File: config.mk
export PLATFORM = sky130hd
export DESIGN_NAME = phys_reg_free_list_flat
export DESIGN_NICKNAME = d
export VERILOG_FILES = /design/src/rtl/phys_reg_free_list_if.sv /design/src/rtl/phys_reg_free_list.sv /design/src/flat_wrapper.sv
export SDC_FILE = /design/constraint.sdc
export NUM_CORES = 1
export LEC_CHECK = 0
export ABC_AREA = 0
export BUFFER_PORTS_ARGS = -buffer_cell sky130_fd_sc_hd__buf_2
export CAP_MARGIN = 20
export CORE_UTILIZATION = 25
export DETAILED_ROUTE_END_ITERATION = 6
export PLACE_DENSITY_LB_ADDON = 0.12
export SYNTH_ARGS = -nofsm -noshare
export SYNTH_HDL_FRONTEND = slang
export SYNTH_SLANG_ARGS = --single-unit
File: constraint.sdc
create_clock -name clk -period 6.2 [get_ports clk]
set_clock_uncertainty 0.1 [all_clocks]
set_input_delay 0 -clock clk [delete_from_list [all_inputs] [get_ports clk]]
set_output_delay 0 -clock clk [all_outputs]
set_load 0.02 [all_outputs]
File: src/rtl/phys_reg_free_list_if.sv
// Rename-side bundle of the physical-register free list: allocation, ROB commit/recovery
// and the committed-map restore stream toward the speculative RAT.
interface phys_reg_free_list_if;
  logic       alloc_req;
  logic       alloc_ready;
  logic [6:0] alloc_preg;
  logic       commit_wb_en;
  logic [6:0] commit_P_rd_old;
  logic [6:0] commit_P_rd_new;
  logic [5:0] commit_A_rd;
  logic       recovery;
  logic       restore_valid;
  logic [5:0] restore_A_rd;
  logic [6:0] restore_P_rd;
  logic       busy;
  logic [6:0] free_count;

  modport master (
    output alloc_req, commit_wb_en, commit_P_rd_old, commit_P_rd_new, commit_A_rd, recovery,
    input  alloc_ready, alloc_preg, restore_valid, restore_A_rd, restore_P_rd, busy, free_count
  );

  modport slave (
    input  alloc_req, commit_wb_en, commit_P_rd_old, commit_P_rd_new, commit_A_rd, recovery,
    output alloc_ready, alloc_preg, restore_valid, restore_A_rd, restore_P_rd, busy, free_count
  );
endinterface

File: src/rtl/phys_reg_free_list.sv
// Physical-register free FIFO plus committed arch->phys map; rolls back speculative
// allocations on ROB recovery and streams the committed map out one register per cycle.
module phys_reg_free_list #(
  parameter int NUM_PREG = 128,
  parameter int NUM_AREG = 64
) (
  input logic               clk,
  input logic               rst,
  phys_reg_free_list_if.slave fl
);
  localparam int PW    = $clog2(NUM_PREG);
  localparam int AW    = $clog2(NUM_AREG);
  localparam int DEPTH = NUM_PREG - NUM_AREG;
  localparam int IW    = $clog2(DEPTH);
  localparam int PTR_W = IW + 1;

  typedef enum logic {IDLE, RESTORE} state_e;

  state_e           state_q, state_d;
  logic [AW-1:0]    idx_q, idx_d;
  logic [PTR_W-1:0] head_q, head_d, chead_q, chead_d, tail_q, tail_d;
  logic [PW-1:0]    fifo_q [DEPTH];
  logic [PW-1:0]    rat_q  [NUM_AREG];

  logic empty, push, cmt_new, grant, start;

  assign empty   = (head_q == tail_q);
  assign push    = fl.commit_wb_en && (fl.commit_P_rd_old != '0);
  assign cmt_new = fl.commit_wb_en && (fl.commit_P_rd_new != '0);

  assign fl.alloc_preg = fifo_q[head_q[IW-1:0]];
  assign fl.free_count = PW'(tail_q - head_q);

  always_comb begin
    state_d          = state_q;
    idx_d            = idx_q;
    start            = 1'b0;
    fl.alloc_ready   = 1'b0;
    fl.busy          = 1'b0;
    fl.restore_valid = 1'b0;
    fl.restore_A_rd  = '0;
    fl.restore_P_rd  = '0;
    unique case (state_q)
      IDLE: begin
        fl.alloc_ready = !empty;
        if (fl.recovery) begin
          start   = 1'b1;
          idx_d   = '0;
          state_d = RESTORE;
        end
      end
      RESTORE: begin
        fl.busy          = 1'b1;
        fl.restore_valid = 1'b1;
        fl.restore_A_rd  = idx_q;
        fl.restore_P_rd  = rat_q[idx_q];
        idx_d            = idx_q + 1'b1;
        if (idx_q == '1) state_d = IDLE;
        // A fresh recovery restarts the walk from arch register 0.
        if (fl.recovery) begin
          start   = 1'b1;
          idx_d   = '0;
          state_d = RESTORE;
        end
      end
      default: state_d = IDLE;
    endcase
  end

  // Allocation in the recovery cycle is discarded; head snaps to the committed pointer.
  assign grant   = fl.alloc_req && fl.alloc_ready && !fl.recovery;
  assign chead_d = chead_q + PTR_W'(cmt_new);
  assign tail_d  = tail_q + PTR_W'(push);
  assign head_d  = start ? chead_d : head_q + PTR_W'(grant);

  always_ff @(posedge clk) begin
    if (rst) begin
      state_q <= IDLE;
      idx_q   <= '0;
      head_q  <= '0;
      chead_q <= '0;
      tail_q  <= PTR_W'(DEPTH);
      for (int i = 0; i < DEPTH; i++) fifo_q[i] <= PW'(NUM_AREG + i);
      for (int i = 0; i < NUM_AREG; i++) rat_q[i] <= PW'(i);
    end else begin
      state_q <= state_d;
      idx_q   <= idx_d;
      head_q  <= head_d;
      chead_q <= chead_d;
      tail_q  <= tail_d;
      if (push)    fifo_q[tail_q[IW-1:0]] <= fl.commit_P_rd_old;
      if (cmt_new) rat_q[fl.commit_A_rd]  <= fl.commit_P_rd_new;
    end
  end
endmodule

File: src/flat_wrapper.sv
// flat-port wrapper written by rule: the top's interface ports become plain ports
module phys_reg_free_list_flat 
#(
  parameter int NUM_PREG = 128,
  parameter int NUM_AREG = 64
)
  (clk, rst, fl_alloc_req, fl_commit_wb_en, fl_commit_P_rd_old, fl_commit_P_rd_new, fl_commit_A_rd, fl_recovery, fl_alloc_ready, fl_alloc_preg, fl_restore_valid, fl_restore_A_rd, fl_restore_P_rd, fl_busy, fl_free_count);
  phys_reg_free_list_if fl_i ();
  input logic clk;
  input logic rst;
  input wire logic [$bits(fl_i.alloc_req)-1:0] fl_alloc_req;
  input wire logic [$bits(fl_i.commit_wb_en)-1:0] fl_commit_wb_en;
  input wire logic [$bits(fl_i.commit_P_rd_old)-1:0] fl_commit_P_rd_old;
  input wire logic [$bits(fl_i.commit_P_rd_new)-1:0] fl_commit_P_rd_new;
  input wire logic [$bits(fl_i.commit_A_rd)-1:0] fl_commit_A_rd;
  input wire logic [$bits(fl_i.recovery)-1:0] fl_recovery;
  output wire logic [$bits(fl_i.alloc_ready)-1:0] fl_alloc_ready;
  output wire logic [$bits(fl_i.alloc_preg)-1:0] fl_alloc_preg;
  output wire logic [$bits(fl_i.restore_valid)-1:0] fl_restore_valid;
  output wire logic [$bits(fl_i.restore_A_rd)-1:0] fl_restore_A_rd;
  output wire logic [$bits(fl_i.restore_P_rd)-1:0] fl_restore_P_rd;
  output wire logic [$bits(fl_i.busy)-1:0] fl_busy;
  output wire logic [$bits(fl_i.free_count)-1:0] fl_free_count;
  assign fl_i.alloc_req = fl_alloc_req;
  assign fl_i.commit_wb_en = fl_commit_wb_en;
  assign fl_i.commit_P_rd_old = fl_commit_P_rd_old;
  assign fl_i.commit_P_rd_new = fl_commit_P_rd_new;
  assign fl_i.commit_A_rd = fl_commit_A_rd;
  assign fl_i.recovery = fl_recovery;
  assign fl_alloc_ready = fl_i.alloc_ready;
  assign fl_alloc_preg = fl_i.alloc_preg;
  assign fl_restore_valid = fl_i.restore_valid;
  assign fl_restore_A_rd = fl_i.restore_A_rd;
  assign fl_restore_P_rd = fl_i.restore_P_rd;
  assign fl_busy = fl_i.busy;
  assign fl_free_count = fl_i.free_count;
  phys_reg_free_list #(.NUM_PREG(NUM_PREG), .NUM_AREG(NUM_AREG)) u_core (.clk(clk), .rst(rst), .fl(fl_i));
endmodule
==> results.sh, run 1 <==
export IMPL_status="complete, no violations"
export IMPL_fmax_mhz=235.5
export IMPL_layout_commonest_cell="edfxtp_1"
export IMPL_die_h_um=418.3
export IMPL_grt_pass1_wl_um=196900
export IMPL_whs_ps=66.57
export IMPL_cts_tree="built"
export IMPL_avgSynthCellArea_um2=14.31
export IMPL_cts_resized=0
export IMPL_ctsHtreeMaxLevel=3
export IMPL_worst_r2r_endpoint="u_core.head_q[6]"
export IMPL_gp_congestion=0.7736
export IMPL_r2r_worst_path_cells=12
export IMPL_cts_setup_buffers=0
export IMPL_worstHoldPathType="primary input to register"
export IMPL_instances_no_fill=5365
export IMPL_cp_common_cell="buf_12"
export IMPL_syn_to_final_growth_pct=14.34
export IMPL_cp_data_required_time_ps=6100
export IMPL_cp_slowest_cell="dfxtp_4"
export IMPL_synth_top_area_share=0.6209
export IMPL_grt_start_max_net_pins=67
export IMPL_setup_viol=0
export IMPL_ir_drop_v=0.0002172
export IMPL_tightestPinTransition_ps=1110
export IMPL_gr_total_overflow=0
export IMPL_maxUsedRoutingLayer="met4"
export IMPL_drt_wl_total_um=135800
export IMPL_via_count=25490
export IMPL_met2_length_um=64030
export IMPL_worstSetupEndpointType="output pin"
export IMPL_cts_buffers_inserted=108
export IMPL_p_leak_uw=0.01461
export IMPL_drc_errors=0
export IMPL_p_total_uw=14840
export IMPL_fin_setup_tns_ps=0
export IMPL_cts_root_buf="clkbuf_16"
export IMPL_clockBufferDepth=3
export IMPL_hold_viol=0
export IMPL_startpoint="u_core.head_q[0]"
export IMPL_cap_violations=0
export IMPL_synth_area_leaders="edfxtp_1 62%, mux4_2 12%, and2_1 5.0%"
export IMPL_critPathMaxFanout=41
export IMPL_start_util=0.2521
export IMPL_cts_clk_slew_worst_paths_ps=60
export IMPL_slew_violations=0
export IMPL_dr_pass1_iters=5
export IMPL_core_um2=171900
export IMPL_utilization=0.2882
export IMPL_antenna_found_initial=3
export IMPL_drt_met1_wl_um=64110
export IMPL_ios=55
export IMPL_via_per_inst=4.751
export IMPL_rsz0062_at_grt="no"
export IMPL_syn_inst=3028
export IMPL_power_density_nw_per_um2=299.4
export IMPL_dieArea_um2=175000
export IMPL_dp_cells=5147
export IMPL_worstPathArrival_ps=4150
export IMPL_cpPeakStageDelay_ps=980
export IMPL_synthesis_area_um2=43340
export IMPL_port_buffers=54
export IMPL_grt_use_total=0.1548
export IMPL_yosysSeqAreaShare=0.6366
export IMPL_clk_latency_ps=730
export IMPL_critPathKind="register to output pin"
export IMPL_mostFrequentLayoutCells="896 x edfxtp_1, 345 x and2_1, 340 x or3_1"
export IMPL_critPathCapture="fl_alloc_preg[3]"
export IMPL_hpwlAfterDp_um=84430
export IMPL_die_x_um=418.3
export IMPL_yosys_warnings=0
export IMPL_ant_nets=0
export IMPL_rrSetupSlack_ps=2290
export IMPL_met3_length_um=5306
export IMPL_cts_sinks=930
export IMPL_core_rowCount=152
export IMPL_worstPathCellList="buf_12 > buf_12 > mux4_2 > mux2i_1 > o21ai_0 > a22o_1 > buf_2"
export IMPL_post_route_period_util=0.6850
export IMPL_drive_above_1_share=0.2145
export IMPL_synth_edf_count=896
export IMPL_async_flop_share=0
export IMPL_yosys_cell_types_count=58
export IMPL_period_minus_slack_ps=4247
export IMPL_r2r_start="u_core.head_q[2]"
export IMPL_yosysTopAreaCell="edfxtp_1"
export IMPL_yosys_most_used_dff="edfxtp_1"
export IMPL_cp_start_kind="register"
export IMPL_drt_iter0_markers=2360
export IMPL_post_drt_wl_per_cell_um=25.31
export IMPL_grt_pass1_vias=26410
export IMPL_final_nets=3000
export IMPL_synth_fp_nets=3067
export IMPL_synth_seq_cells=930
export IMPL_max_slew_margin=0.2603
[per-stage QoR]
stage	instance area, um2	setup WS, ps
3_3_place_gp	45770	2206
4_1_cts	49550	1806
5_1_grt	49550	1729
6_report	49550	1953
2_1_floorplan	43340	2805
3_5_place_dp	45770	2082
[what timing repair did]
action                                 in CTS  in global routing
setup endpoints to repair                   0                  0
endpoints found under the hold margin     207                  0
hold buffers                               14                  0
[worst min path at each step]
stage / start / endpoint / slack, ps / cells after the start
2_1_floorplan: fl_commit_P_rd_old[0] / u_core.fifo_q[57][0] / 80 / 1
3_3_place_gp: fl_commit_P_rd_old[3] / u_core.fifo_q[1][3] / 270 / 2
3_5_place_dp: fl_commit_P_rd_old[4] / u_core.fifo_q[1][4] / 280 / 2
4_1_cts: fl_commit_P_rd_new[4] / u_core.rat_q[13][4] / 20 / 3
5_1_grt: fl_commit_P_rd_new[0] / u_core.rat_q[54][0] / 60 / 3
6_report: fl_commit_P_rd_new[6] / u_core.rat_q[23][6] / 70 / 3
[state kept, by name, indices dropped and copies added (netlist names), named ones only]
register        flops
u_core.fifo_q     448
u_core.rat_q      448
u_core.chead_q      7
u_core.head_q       7
u_core.tail_q       7
u_core.idx_q        6
u_core.state_q      1
[logic make-up (layout without fill, tap and decap cells)]
group	after synthesis	in the layout	synth area share
simple gates	1346	1346	0.1732
flops	930	930	0.6366
buf+inv	320	346	0.03052
mux	275	275	0.1317
compound gates	120	120	0.01914
xor+xnor	23	23	0.004648
fa+ha+maj	14	14	0.004215
other cells	0	1	0
[Yosys cell counts, types with 13 or more instances]
master    number
edfxtp_1     896
and2_1       345
or3_1        341
mux4_2       236
clkbuf_1     234
nor2_1       177
nand2_1      154
or2_2        121
nor3_1        98
buf_2         52
mux2i_1       38
dfxtp_1       34
o21ai_0       25
nand2b_1      24
nand3_1       24
o22ai_1       17
nor2b_1       15
a21oi_1       14
a22oi_1       13
ha_1          13
[critical path: cells and delay by family (launching register included)]
kind / cells / cell delay [ps]
buffers and inverters: 3 / 840
DFF: 1 / 980
muxes: 2 / 1030
AOI/OAI and AO/OA: 2 / 550
[final cells by class]
class | count | area, um2
diodes | 1 | 2.502
repair buffers | 126 | 898.4
flip-flops and latches | 930 | 27610
clock buffers | 131 | 2810
fillers | 17280 | 122400
multi-input cells | 1778 | 14460
inverters | 17 | 65.06
well taps | 2310 | 2890
clock inverters | 72 | 822.0
[where the power goes]
group / internal (uW) / switching (uW)
clock network: 3900 / 2710
registers: 7080 / 120
logic: 349 / 685
[routing by layer]
metal	GRT usage	vias up
li1	-	11260
met1	0.2192	13550
met2	0.2498	539
met3	0.02007	143
met4	0.03781	0
met5	0	-
(Power assumes the default switching activity.)
==> run 2: changes to the inputs <==
--- a/config.mk
+++ b/config.mk
@@ -5,7 +5,7 @@
 export SDC_FILE = /design/constraint.sdc
 export NUM_CORES = 1
 export LEC_CHECK = 0
-export ABC_AREA = 0
+export ABC_AREA = 1
 export BUFFER_PORTS_ARGS = -buffer_cell sky130_fd_sc_hd__buf_2
 export CAP_MARGIN = 20
 export CORE_UTILIZATION = 25
==> constraint.sdc (replaced) <==
create_clock -name clk -period 3.6 [get_ports clk]
set_clock_uncertainty 0.1 [all_clocks]
set_input_delay 0 -clock clk [delete_from_list [all_inputs] [get_ports clk]]
set_output_delay 0 -clock clk [all_outputs]
set_load 0.02 [all_outputs]
==> results.sh, run 2 <==
export IMPL_synth_fp_nets=4586
export IMPL_tightestPinTransition_ps=1072
export IMPL_cp_start_kind="register"
export IMPL_hpwlAfterDp_um=93480
export IMPL_gp_congestion=0.7603
export IMPL_p_leak_uw=0.01802
export IMPL_post_route_period_util=0.9577
export IMPL_synth_edf_count=896
export IMPL_synth_top_area_share=0.6240
export IMPL_pre_cts_ws_ps=875.0
export IMPL_cts_sinks=930
export IMPL_final_cell_area_um2=49960
export IMPL_die_h_um=417.3
export IMPL_dr_pass1_iters=5
export IMPL_ios=55
export IMPL_sw_frac_of_total=0.2559
export IMPL_via_per_inst=4.649
export IMPL_p_sw_uw=6632
export IMPL_die_x_um=417.3
export IMPL_p_clk_frac=0.440
export IMPL_worstSetupEndpointType="output pin"
export IMPL_yosys_most_used_dff="edfxtp_1"
export IMPL_n_antenna_cell=0
export IMPL_clk_latency_ps=760
export IMPL_syn_to_final_growth_pct=15.85
export IMPL_cts_clk_slew_worst_paths_ps=60
export IMPL_grt_use_total=0.1710
export IMPL_cap_violations=0
export IMPL_core_rowCount=152
export IMPL_avgSynthCellArea_um2=9.483
export IMPL_hold_viol=0
export IMPL_worstPathArrival_ps=3350
export IMPL_antenna_found_initial=1
export IMPL_post_drt_wl_per_cell_um=21.64
export IMPL_yosys_warnings=0
export IMPL_drc_errors=0
export IMPL_grt_pass1_vias=32230
export IMPL_via_count=32280
export IMPL_gr_total_overflow=0
export IMPL_syn_inst=4547
export IMPL_power_density_nw_per_um2=518.8
export IMPL_mostFrequentLayoutCells="1250 x nand2_1, 896 x edfxtp_1, 800 x nor2_1"
export IMPL_cp_slowest_cell="dfxtp_4"
export IMPL_clockBufferDepth=3
export IMPL_dieArea_um2=174200
export IMPL_critPathKind="register to output pin"
export IMPL_internal_power_uw=19290
export IMPL_grt_pass1_wl_um=220300
export IMPL_whs_ps=112.6
export IMPL_cts_setup_buffers=0
export IMPL_async_flop_share=0
export IMPL_critPathMaxFanout=72
export IMPL_setup_viol=0
export IMPL_pwr_share_comb=0.085
export IMPL_cp_data_required_time_ps=3500
export IMPL_layout_commonest_cell="nand2_1"
export IMPL_p_total_uw=25920
export IMPL_ctsHtreeMaxLevel=3
export IMPL_cts_resized=0
export IMPL_fmax_mhz=290.1
export IMPL_status="complete, no violations"
export IMPL_start_util=0.2514
export IMPL_fin_setup_tns_ps=0
export IMPL_synth_seq_cells=930
export IMPL_drive_above_1_share=0.08351
export IMPL_slew_violations=0
export IMPL_worstHoldPathType="primary input to register"
export IMPL_drt_iter0_markers=2641
export IMPL_synthesis_area_um2=43120
export IMPL_worstPathCellList="inv_6 > buf_12 > nand2_1 > nand3_1 > nand3_1 > nand2_1 > nand2_1 > nand3_1 > nand3_1 > a21oi_1 > buf_2"
export IMPL_grt_start_max_net_pins=123
export IMPL_yosys_cell_types_count=31
export IMPL_synth_area_leaders="edfxtp_1 62%, nand2_1 11%, nor2_1 7.0%"
export IMPL_yosysSeqAreaShare=0.6397
export IMPL_port_buffers=54
export IMPL_max_slew_margin=0.2854
export IMPL_final_nets=4575
export IMPL_synth_most_common_cell="nand2_1"
export IMPL_synth_common_cells="1250 x nand2_1, 896 x edfxtp_1, 805 x nor2_1"
export IMPL_layout_setup_ws_ps=152.4
export IMPL_ant_nets=0
export IMPL_cts_buffers_inserted=111
export IMPL_core_um2=171500
export IMPL_seqPwrFrac=0.475
export IMPL_drt_wl_total_um=150200
export IMPL_cts_root_buf="clkbuf_16"
export IMPL_period_minus_slack_ps=3448
export IMPL_cp_common_cell="nand3_1"
export IMPL_yosysTopAreaCell="edfxtp_1"
export IMPL_dpl_cell_area_um2=46040
export IMPL_ir_drop_v=0.0003491
export IMPL_cts_tree="built"
export IMPL_rsz0062_at_grt="no"
export IMPL_cpPeakStageDelay_ps=430
export IMPL_reg_top3="u_core.fifo_q (448), u_core.rat_q (448)"
==> run 2: layout make-up <==
class	count	area, um2
tap	2310	2890
timing repair buffer	194	1604
multi-input combinational	3095	13420
clock buffer	145	3050
sequential	930	27600
clock inverter	66	586.8
fill	18350	121600
inverter	204	800.8
==> run 2: cells by family after synthesis <==
logic type / synth area share
AO/OA/AOI/OAI: 0.04814
AND/OR/NAND/NOR: 0.2552
multiplexers: 0.0002321
XOR/XNOR: 0.002640
adder cells (fa/ha/maj): 0.004236
buffers and inverters: 0.04979
flip-flops: 0.6397
==> run 2: power by group through the flow <==
stage | clock, uW | combinational, uW | sequential (uW)
final | 11400 | 2200 | 12300
after global routing | 12100 | 2400 | 12400
after CTS | 11700 | 2240 | 12300
after detailed placement | 0 | 2210 | 12500
after global placement | 0 | 2230 | 12500
after floorplan | 0 | 1280 | 12500
==> run 2: worst max-delay path: cells and delay by family, from the launching register on <==
kind / cells / cell delay (ps)
buf+inv: 3 / 830
simple gates: 7 / 870
compound gates: 1 / 390
flops: 1 / 430
==> run 2: final timing paths <==
kind                                       start                  to  slack (ps)  depth (start not counted)
worst min-delay path                 fl_recovery    u_core.head_q[6]         110                          4
worst max register to register  u_core.head_q[1]    u_core.head_q[2]         440                         12
worst max-delay path                    register  fl_restore_P_rd[3]         150                         11
worst min register to register  u_core.tail_q[6]    u_core.tail_q[6]         410                          1
==> run 2: what timing repair did <==
item                                    CTS  global route
hold endpoints to repair                436             0
endpoints found under the setup margin    0             0
hold buffers                             28             0
==> run 2: layer usage <==
layer	global-route usage	part of all wire	vias up	wire length, um
met3	0.02402	0.046	169	6862
met4	0.04530	0.023	0	3385
li1	-	-	15360	-
met5	0	0	-	0
met1	0.2343	0.46	16050	68870
met2	0.2812	0.47	707	71120
==> run 2: through the flow <==
| stage | util | std cells |
|---|---|---|
| 2_1_floorplan | - | 4547 |
| 3_3_place_gp | 0.2684 | 6705 |
| 3_5_place_dp | 0.2684 | 6705 |
| 4_1_cts | 0.2912 | 6944 |
| 5_1_grt | 0.2912 | 6944 |
| 6_report | 0.2912 | 6944 |
